## src/rtl/mult_acc_pkg.sv

```systemverilog
// mult_acc_pkg
//   Shared types and constants for the mult8s product accumulator.
//   - state_e      : accumulator FSM states (ST_ACC, ST_DONE)
//   - DEF_PROD_W   : default product width (signed)
//   - DEF_ACC_W    : default accumulator / result width
//   - DEF_CNT_W    : default product-count width
//   - add_ovf()    : signed-add overflow detect, used by the saturating adder
//                    to decide when to clamp
package mult_acc_pkg;

  localparam int DEF_PROD_W = 16;
  localparam int DEF_ACC_W  = 32;
  localparam int DEF_CNT_W  = 8;

  typedef enum logic {
    ST_ACC  = 1'b0,
    ST_DONE = 1'b1
  } state_e;

  // A signed add overflows only when both operands share a sign and the
  // result's sign differs from it.
  function automatic logic add_ovf(input logic a_msb, input logic b_msb,
                                   input logic sum_msb);
    return (a_msb == b_msb) && (sum_msb != a_msb);
  endfunction

endpackage

```

## src/rtl/mult_acc_sat_add.sv

```systemverilog
// mult_acc_sat_add
//   Combinational ACC_W-bit signed adder for the product accumulator.
//   Build option MULT_ACC_SAT_EN: when defined, an overflowing sum is clamped
//   to the most positive / most negative value and ovf_o flags it; when
//   undefined the sum wraps (two's complement) and no clamp logic exists.
// Ports:
//   a_i   : running accumulator value
//   b_i   : sign-extended product
//   sum_o : a_i + b_i (clamped when saturation is enabled)
//   ovf_o : overflow occurred (only present with MULT_ACC_SAT_EN)
module mult_acc_sat_add
  import mult_acc_pkg::*;
#(
  parameter int ACC_W = DEF_ACC_W
) (
  input  logic [ACC_W-1:0] a_i,
  input  logic [ACC_W-1:0] b_i,
`ifdef MULT_ACC_SAT_EN
  output logic             ovf_o,
`endif
  output logic [ACC_W-1:0] sum_o
);

  logic [ACC_W-1:0] raw_sum;
  assign raw_sum = a_i + b_i;

`ifdef MULT_ACC_SAT_EN
  logic [ACC_W-1:0] max_pos;
  logic [ACC_W-1:0] max_neg;

  assign max_pos = {1'b0, {(ACC_W-1){1'b1}}};
  assign max_neg = {1'b1, {(ACC_W-1){1'b0}}};
  assign ovf_o   = add_ovf(a_i[ACC_W-1], b_i[ACC_W-1], raw_sum[ACC_W-1]);

  // On overflow both operands share a sign, so a_i's sign picks the rail.
  always_comb begin
    sum_o = raw_sum;
    if (ovf_o) begin
      sum_o = a_i[ACC_W-1] ? max_neg : max_pos;
    end
  end
`else
  assign sum_o = raw_sum;
`endif

endmodule

```

## src/rtl/mult8s_product_accumulator.sv

```systemverilog
// mult8s_product_accumulator
//   Accumulates a stream of signed products into groups closed by in_last and
//   presents each group's sum and product count on an output handshake.
//   Build option MULT_ACC_SAT_EN: saturating accumulation with a sticky
//   out_sat flag; when undefined the accumulator wraps and out_sat is 0.
// Handshakes: a beat moves on a rising clk edge where valid && ready are both
//   high; the sender holds its data stable while valid is high and ready is
//   low; ready never depends combinationally on the other side's valid.
// Ports:
//   clk, rst             : clock, asynchronous active-high reset
//   in_valid/in_ready    : product input handshake (in_ready = state is ACC)
//   in_product, in_last  : signed product, group-closing marker
//   out_valid/out_ready  : result output handshake (out_valid = state is DONE)
//   out_sum, out_count   : registered group sum and saturating product count
//   out_sat              : accumulator clamped during the reported group
//   dbg_state            : current FSM state, for observation only
module mult8s_product_accumulator
  import mult_acc_pkg::*;
#(
  parameter int PROD_W = DEF_PROD_W,
  parameter int ACC_W  = DEF_ACC_W,
  parameter int CNT_W  = DEF_CNT_W
) (
  input  logic              clk,
  input  logic              rst,
  input  logic              in_valid,
  output logic              in_ready,
  input  logic [PROD_W-1:0] in_product,
  input  logic              in_last,
  output logic              out_valid,
  input  logic              out_ready,
  output logic [ACC_W-1:0]  out_sum,
  output logic [CNT_W-1:0]  out_count,
  output logic              out_sat,
  output state_e            dbg_state
);

  state_e           state_q;
  logic [ACC_W-1:0] acc_q;
  logic [ACC_W-1:0] acc_d;
  logic [CNT_W-1:0] cnt_q;
  logic [CNT_W-1:0] cnt_d;
  logic [ACC_W-1:0] out_sum_q;
  logic [CNT_W-1:0] out_count_q;
  logic [ACC_W-1:0] prod_ext;
  logic             in_xfer;

  assign in_xfer  = in_valid && (state_q == ST_ACC);
  assign prod_ext = ACC_W'(signed'(in_product));

  // Count sticks at all-ones instead of wrapping back to zero.
  assign cnt_d = (&cnt_q) ? cnt_q : cnt_q + CNT_W'(1);

`ifdef MULT_ACC_SAT_EN
  logic sat_q;
  logic sat_d;
  logic out_sat_q;
  logic add_ovf_w;

  mult_acc_sat_add #(.ACC_W(ACC_W)) u_add (
    .a_i   (acc_q),
    .b_i   (prod_ext),
    .ovf_o (add_ovf_w),
    .sum_o (acc_d)
  );

  assign sat_d   = sat_q | add_ovf_w;
  assign out_sat = out_sat_q;
`else
  mult_acc_sat_add #(.ACC_W(ACC_W)) u_add (
    .a_i   (acc_q),
    .b_i   (prod_ext),
    .sum_o (acc_d)
  );

  assign out_sat = 1'b0;
`endif

  always_ff @(posedge clk or posedge rst) begin
    if (rst) begin
      state_q     <= ST_ACC;
      acc_q       <= '0;
      cnt_q       <= '0;
      out_sum_q   <= '0;
      out_count_q <= '0;
`ifdef MULT_ACC_SAT_EN
      sat_q       <= 1'b0;
      out_sat_q   <= 1'b0;
`endif
    end else begin
      case (state_q)
        ST_ACC: begin
          if (in_xfer) begin
            acc_q <= acc_d;
            cnt_q <= cnt_d;
`ifdef MULT_ACC_SAT_EN
            sat_q <= sat_d;
`endif
            if (in_last) begin
              // Result includes the closing product itself.
              out_sum_q   <= acc_d;
              out_count_q <= cnt_d;
`ifdef MULT_ACC_SAT_EN
              out_sat_q   <= sat_d;
`endif
              state_q     <= ST_DONE;
            end
          end
        end
        ST_DONE: begin
          // Result registers hold their value; only the group state clears.
          if (out_ready) begin
            acc_q   <= '0;
            cnt_q   <= '0;
`ifdef MULT_ACC_SAT_EN
            sat_q   <= 1'b0;
`endif
            state_q <= ST_ACC;
          end
        end
        default: state_q <= ST_ACC;
      endcase
    end
  end

  assign in_ready  = (state_q == ST_ACC);
  assign out_valid = (state_q == ST_DONE);
  assign out_sum   = out_sum_q;
  assign out_count = out_count_q;
  assign dbg_state = state_q;

endmodule

```

## config.mk

```make
export PLATFORM = sky130hd
export DESIGN_NAME = mult8s_product_accumulator
export DESIGN_NICKNAME = d
export VERILOG_FILES = /design/src/rtl/mult_acc_pkg.sv /design/src/rtl/mult_acc_sat_add.sv /design/src/rtl/mult8s_product_accumulator.sv
export SDC_FILE = /design/constraint.sdc
export NUM_CORES = 1
export LEC_CHECK = 0
export CAP_MARGIN = 25
export CORE_MARGIN = 3
export CORE_UTILIZATION = 56
export CTS_CLUSTER_SIZE = 12
export DETAILED_ROUTE_END_ITERATION = 10
export PLACE_DENSITY = 0.81
export SLEW_MARGIN = 20
export SYNTH_ARGS = -nofsm -noshare
export SYNTH_HDL_FRONTEND = slang
export SYNTH_SLANG_ARGS = --single-unit
```

## constraint.sdc

```tcl
create_clock -name clk -period 6.3 [get_ports clk]
set_input_delay 0.63 -clock clk [delete_from_list [all_inputs] [get_ports clk]]
set_output_delay 0.63 -clock clk [all_outputs]
set_load 0.03 [all_outputs]
```

==> metrics, run 1 <==
R2R cell count=10; Setup Buffers After CTS=0; number of synthesized flops with an enable pin=0; largest net degree at the start of global routing=82; I/O pins=65; Skew-Pair Late Insertion Delay=360 ps; outcome=completed; Total GRT Usage=23.4%; setup TNS=0 ps; register area=2030 um2; CTS H-tree depth=3; Post-DP HPWL=7730 um; Unique masters post-synth=57; Async SR Flop Fraction=100%; CTS Hold Bufs=0; clock root buffer=clkbuf_8; clock sinks=81; Total Wirelength=10900 um; CP peak stage delay=820 ps; Yosys reg bits=81; worst vdd ir=0.000250 V; worst hold path type=flip-flop to flip-flop; vias=4053; Die ar.=9610 um2; critical path cell sequence=clkdlybuf4s50_1 > ha_1 > and3_4 > a221o_2 > a2111oi_2 > a21oi_1 > a21oi_2 > a21oi_1 > or4_4 > o211ai_2; die width=98.1 um; Placed Cells incl. Taps=671; Critical path destination=acc_q[31]$_DFFE_PP0P_; count of nets after finishing=634; gr ovfl total=0; RePlAce Congestion=0.909; non-filler cells, final=687; maximum clock path buffer count=2; # DRC=0; top-area cell type share of the netlist area=42.7%; WP depth=10; CP bufs+invs=1; fillers=627; most used cell, CP=a21oi_1; Routed WL per cell=15.9 um; Num CTS Buffers=9; Final period util=58.7%; vias in the first global route=4090; # rows=32; TritonRoute pass-1 iters=4; worst r2r src=acc_q[0]$_DFFE_PP0P_; Synth area leaders=dfrtp_1 43%, o21ai_0 8.6%, ha_1 8.4%; synthesis-to-layout area growth=19.6%; sequential fraction of the synthesis area=42.7%; setup violators final=0; initial antenna violation count=0; Final min period=3700 ps; Port Buffers=63; RSZ-0062 raised after global routing=no; clock slew at reported path FFs=90 ps; Mean Syn Cell Area=9.07 um2; Slew Limit Fails=0; Routed Antenna Nets=0; PostCTS Resize Cnt=0; critical path required time=6580 ps; endpoint class of the critical path=flip-flop; Fin. Hold Viols=0; Crit-path slowest cell=clkdlybuf4s50_1; Synth Net Count=577; Yosys Warn Count=0; Pleak=2.54 nW; Crit Path Class=input port to flip-flop; Crit path max-delay family=compound AO/OA/AOI/OAI gates; share of layout cells above drive strength 1=6.67%; clock skew=22.2 ps; vias per cell=5.90; top_reg_cell synth=dfrtp_1; CTS tree=done; CP max FO=17; Syn Inst Count=523; worst r2r dst=out_sum[26]$_DFFE_PP0P_; Max Clk Rate=270 MHz; multi-input logic area=2620 um2; FF-to-FF setup slack=3120 ps; pwr/cell area=496 nW/um2; Cell Area, Synth=4750 um2; core footprint=7970 um2; Worst EP arrival=3980 ps; max cap viols=0; largest area contributor in the netlist=dfrtp_1; Slew headroom=33.0%; Iter 0 DRT Violations=165; first-pass GRT wire length=18700 um; n_diodes=0; startpoint types=input port; Crit. Startpoint=in_product[15]; Initial Util=59.6%; Chip Height=98.1 um; Slew @ Worst Pin=1000 ps
[worst min path at each step]
stage / slack (ps) / from / to / depth (start not counted)
2_1_floorplan: 450 / acc_q[10]$_DFFE_PP0P_ / acc_q[10]$_DFFE_PP0P_ / 2
3_3_place_gp: 460 / out_sum[19]$_DFFE_PP0P_ / out_sum[19]$_DFFE_PP0P_ / 2
3_5_place_dp: 470 / out_sum[28]$_DFFE_PP0P_ / out_sum[28]$_DFFE_PP0P_ / 2
4_1_cts: 490 / out_sum[28]$_DFFE_PP0P_ / out_sum[28]$_DFFE_PP0P_ / 2
5_1_grt: 510 / out_sum[21]$_DFFE_PP0P_ / out_sum[21]$_DFFE_PP0P_ / 2
6_report: 480 / out_sum[28]$_DFFE_PP0P_ / out_sum[28]$_DFFE_PP0P_ / 2
[synth_stat cells (2+ instances only)]
cell type and n:
a211oi_1 7, a21o_1 10, a21oi_1 33, a22o_1 3, a31oi_1 3, a32o_1 3
a41o_1 2, and2_1 6, and3_1 6, and3_2 3, buf_4 2, clkbuf_1 19
dfrtp_1 81, ha_1 32, inv_1 8, mux2_2 4, mux2i_1 4, nand2_1 92
nand2b_1 3, nand3_1 8, nand4_1 4, nor2_1 24, nor2b_1 5, nor3_1 3
o211ai_1 5, o21a_1 3, o21ai_0 82, o21ai_1 5, o21bai_1 4, o31ai_1 3
or3_1 3, xnor2_1 13, xor2_1 16
[layout by cell type (no fill, tap or decap), types with 4 or more instances in the layout]
cell and n:
nand4_1 4, nor2b_1 5, o21bai_1 4, xnor2_1 13
a211oi_1 7, o211ai_1 5, and2_1 6, inv_1 7
xor2_1 16, clkdlybuf4s50_1 63, nor2_1 24, mux2_2 4
o21ai_1 5, clkbuf_8 9, nand2_1 91, nand3_1 8
a21oi_1 32, o21ai_0 82, dfrtp_1 81, a21o_1 10
and3_1 6, ha_1 32, mux2i_1 4
[worst register-to-register path, stage by stage (launching register included)]
cell,delay [ps]
dfrtp_1,390
ha_1,220
fa_1,430
a211oi_1,310
o21ai_1,190
a31oi_1,450
o21ba_1,250
nor2_1,120
a211oi_1,320
xor2_1,250
o21ai_0,110
[per-layer routing]
layer  wire [um]  vias up  track usage [%]
met4         220        0             8.41
met2        5170      125             38.0
met5           0        -                0
met1        4940     1932             30.6
li1            -     1976                -
met3         614       20             5.64
[report_power, final]
group          switching, mW  total, mW  internal, mW  leakage [nW]
Combinational          0.910       1.56         0.654          1.42
Clock                  0.210      0.396         0.187        0.0966
Sequential             0.128      0.856         0.728          1.02
[metrics by stage]
step | setup slack [ps] | total power [mW] | instance area (um2) | hold slack [ps] | utilization [%]
2_1_floorplan | 3430 | 1.95 | 4750 | 454 | -
3_3_place_gp | 2320 | 2.37 | 5460 | 461 | 68.5
3_5_place_dp | 2240 | 2.42 | 5470 | 471 | 68.7
4_1_cts | 2610 | 2.83 | 5670 | 492 | 71.2
5_1_grt | 2430 | 3.04 | 5670 | 506 | 71.2
6_report | 2600 | 2.82 | 5670 | 485 | 71.2
[area by class of cell]
class | instances | share of cell area [%]
clock buffer | 9 | 2.18
clock inverter | 7 | 1.35
inverter | 8 | 0.551
multi-input combinational | 413 | 46.1
sequential | 81 | 35.7
tap | 102 | 2.25
timing repair buffer | 67 | 11.8
[state kept, by name (all words and copies together), names as in the netlist]
name and cells:
acc_q 32, cnt_q 8, dbg_state 1, out_count 8, out_sum 32
[cells by family after synthesis]
group	Yosys count	synth area share, %
AO/OA/AOI/OAI	177	22.6
XOR/XNOR	30	5.83
adder cells (fa/ha/maj)	33	8.86
buffers and inverters	29	2.45
flip-flops	81	42.7
multiplexers	8	1.79
other	1	0.0790
AND/OR/NAND/NOR	164	15.7
(Power assumes the default switching activity.)
==> run 2: changes to the inputs <==
- CORE_UTILIZATION: 56 -> 50
- PLACE_DENSITY: 0.81 -> 0.77
- clock period: 6.3 -> 3.1 ns (I/O delays scaled with it)
==> run 2 against run 1 <==
Design area grew 5.4%. Sequential cell count is the same. Die area grew 11%. Total power grew 120%. First-iteration DRC count grew 19%. Register-to-register slack lost 2900 ps. Clock-buffer cell count grew 1. Combinational power grew 120%. Clock skew shrank 7.5 ps. Critical path depth grew 1. Setup slack lost 2300 ps. Via count grew 3.0%.
==> metrics, run 2 (synthesis gave the netlist of run 1 again) <==
CTS Hold Bufs=0; Slew @ Worst Pin=649 ps; n_diodes=0; Max Clk Rate=353 MHz; Routed Antenna Nets=0; non-filler cells, final=742; Routed WL per cell=15.4 um; worst r2r src=acc_q[0]$_DFFE_PP0P_; Final period util=91.4%; R2R cell count=10; Initial Util=52.9%; Iter 0 DRT Violations=196; Die ar.=10700 um2; Skew-Pair Late Insertion Delay=360 ps; Port Buffers=63; Chip Height=103 um; Num CTS Buffers=9; Pleak=2.72 nW; core footprint=8980 um2; Crit path max-delay family=compound AO/OA/AOI/OAI gates; TritonRoute pass-1 iters=4; Total GRT Usage=22.8%; most used cell, CP=a211oi_1; Placed Cells incl. Taps=726; count of nets after finishing=665; largest net degree at the start of global routing=47; Worst EP arrival=3060 ps; Sw Ratio=42.2%; worst hold path type=input port to async pin; Critical path destination=out_sum[26]$_DFFE_PP0P_; CP peak stage delay=440 ps; Final min period=2830 ps; Slew Limit Fails=0; endpoint class of the critical path=flip-flop; critical path cell sequence=clkdlybuf4s50_1 > ha_1 > fa_1 > a211oi_1 > o21ai_1 > a31oi_1 > o21ba_1 > nor2_1 > a211oi_1 > xor2_1 > o21ai_0; Fin. Hold Viols=0; Cell Int Power=3.53 mW; initial antenna violation count=0; Crit. Startpoint=in_product[0]; CP bufs+invs=1; synthesis-to-layout area growth=26.0%; WP depth=11; worst vdd ir=0.000568 V; gr ovfl total=0; Post-DP HPWL=8500 um; setup TNS=0 ps; die width=103 um; # rows=34; clock sinks=81; RePlAce Congestion=0.955; Crit Path Class=input port to flip-flop; outcome=completed; RSZ-0062 raised after global routing=no; register area=2030 um2; Reg power frac=28.4%; fillers=743; highest-count cells in the layout ignoring fill and taps=91 x nand2_1, 82 x o21ai_0, 81 x dfrtp_1; # DRC=0; Comb pwr share=55.9%; clock slew at reported path FFs=80 ps; startpoint types=input port; Crit-path slowest cell=fa_1; vias per cell=5.63; I/O pins=65; setup violators final=0; pwr/cell area=1020 nW/um2; max cap viols=0; Total Wirelength=11400 um; share of layout cells above drive strength 1=11.4%; CP max FO=3; Slew headroom=56.7%; Psw=2.58 mW; CTS tree=done; FF-to-FF setup slack=270 ps; commonest non-fill, non-tap cell in the layout=nand2_1; maximum clock path buffer count=2; vias in the first global route=4304; first-pass GRT wire length=19500 um; clock skew=14.7 ps; multi-input logic area=2610 um2; vias=4174; clock root buffer=clkbuf_8; worst r2r dst=out_sum[26]$_DFFE_PP0P_; CTS H-tree depth=3; Clk pwr share=15.7%; critical path required time=3320 ps
==> run 2: layout make-up <==
type,count,share of cell area [%]
Clock buffer,10,2.13
Clock inverter,6,1.93
Inverter,8,0.523
Multi-Input combinational cell,413,43.7
Sequential cell,81,33.9
Tap cell,126,2.64
Timing Repair Buffer,98,15.2
==> run 2: routing by layer <==
| layer | track usage [%] | vias up | part of all wire [%] |
|---|---|---|---|
| li1 | - | 2041 | - |
| met3 | 4.43 | 14 | 4.4 |
| met4 | 5.58 | 0 | 1.3 |
| met5 | 0 | - | 0 |
| met2 | 39.4 | 98 | 50 |
| met1 | 29.6 | 2021 | 45 |
==> run 2: worst min-delay path by stage <==
stage	startpoint	end	slack (ps)	cells after the start
floorplan	out_ready	dbg_state$_DFF_PP0_	410	1
global placement	out_sum[18]$_DFFE_PP0P_	out_sum[18]$_DFFE_PP0P_	460	2
detailed placement	out_count[2]$_DFFE_PP0P_	out_count[2]$_DFFE_PP0P_	460	2
CTS	rst	acc_q[5]$_DFFE_PP0P_	370	2
global route	rst	acc_q[5]$_DFFE_PP0P_	390	2
finish	rst	out_sum[2]$_DFFE_PP0P_	360	2
==> run 2: worst register-to-register path: cells and delay by family (launching register included) <==
| kind | cells | cell delay [ps] |
|---|---|---|
| fa+ha+maj | 2 | 660 |
| compound gates | 6 | 1340 |
| xor+xnor | 1 | 200 |
| simple gates | 1 | 100 |
| flops | 1 | 400 |
==> run 2: power by group through the flow <==
stage                     combinational, mW  sequential [mW]  clock, mW
after global placement                 3.31             1.74          0
after CTS                              3.43             1.74      0.972
final                                  3.42             1.73      0.958
after detailed placement               3.40             1.76          0
after floorplan                        1.82             2.14          0
after global routing                   3.77             1.79       1.02
==> run 2: timing repair <==
item | 4_1_cts | 5_1_grt
setup endpoints to repair | 0 | 2
gates resized for setup | 0 | 2
buffers inserted | 0 | 0
==> run 2: per-stage QoR <==
step	hold WS [ps]	power [mW]	util, %	instance area (um2)	setup WS [ps]
after floorplan	406	3.95	-	4750	505
after global placement	462	5.05	63.8	5730	-124
after detailed placement	465	5.16	63.8	5730	-228
after CTS	370	6.14	66.5	5970	51.2
after global routing	395	6.58	66.6	5980	36.8
final	356	6.11	66.6	5980	268
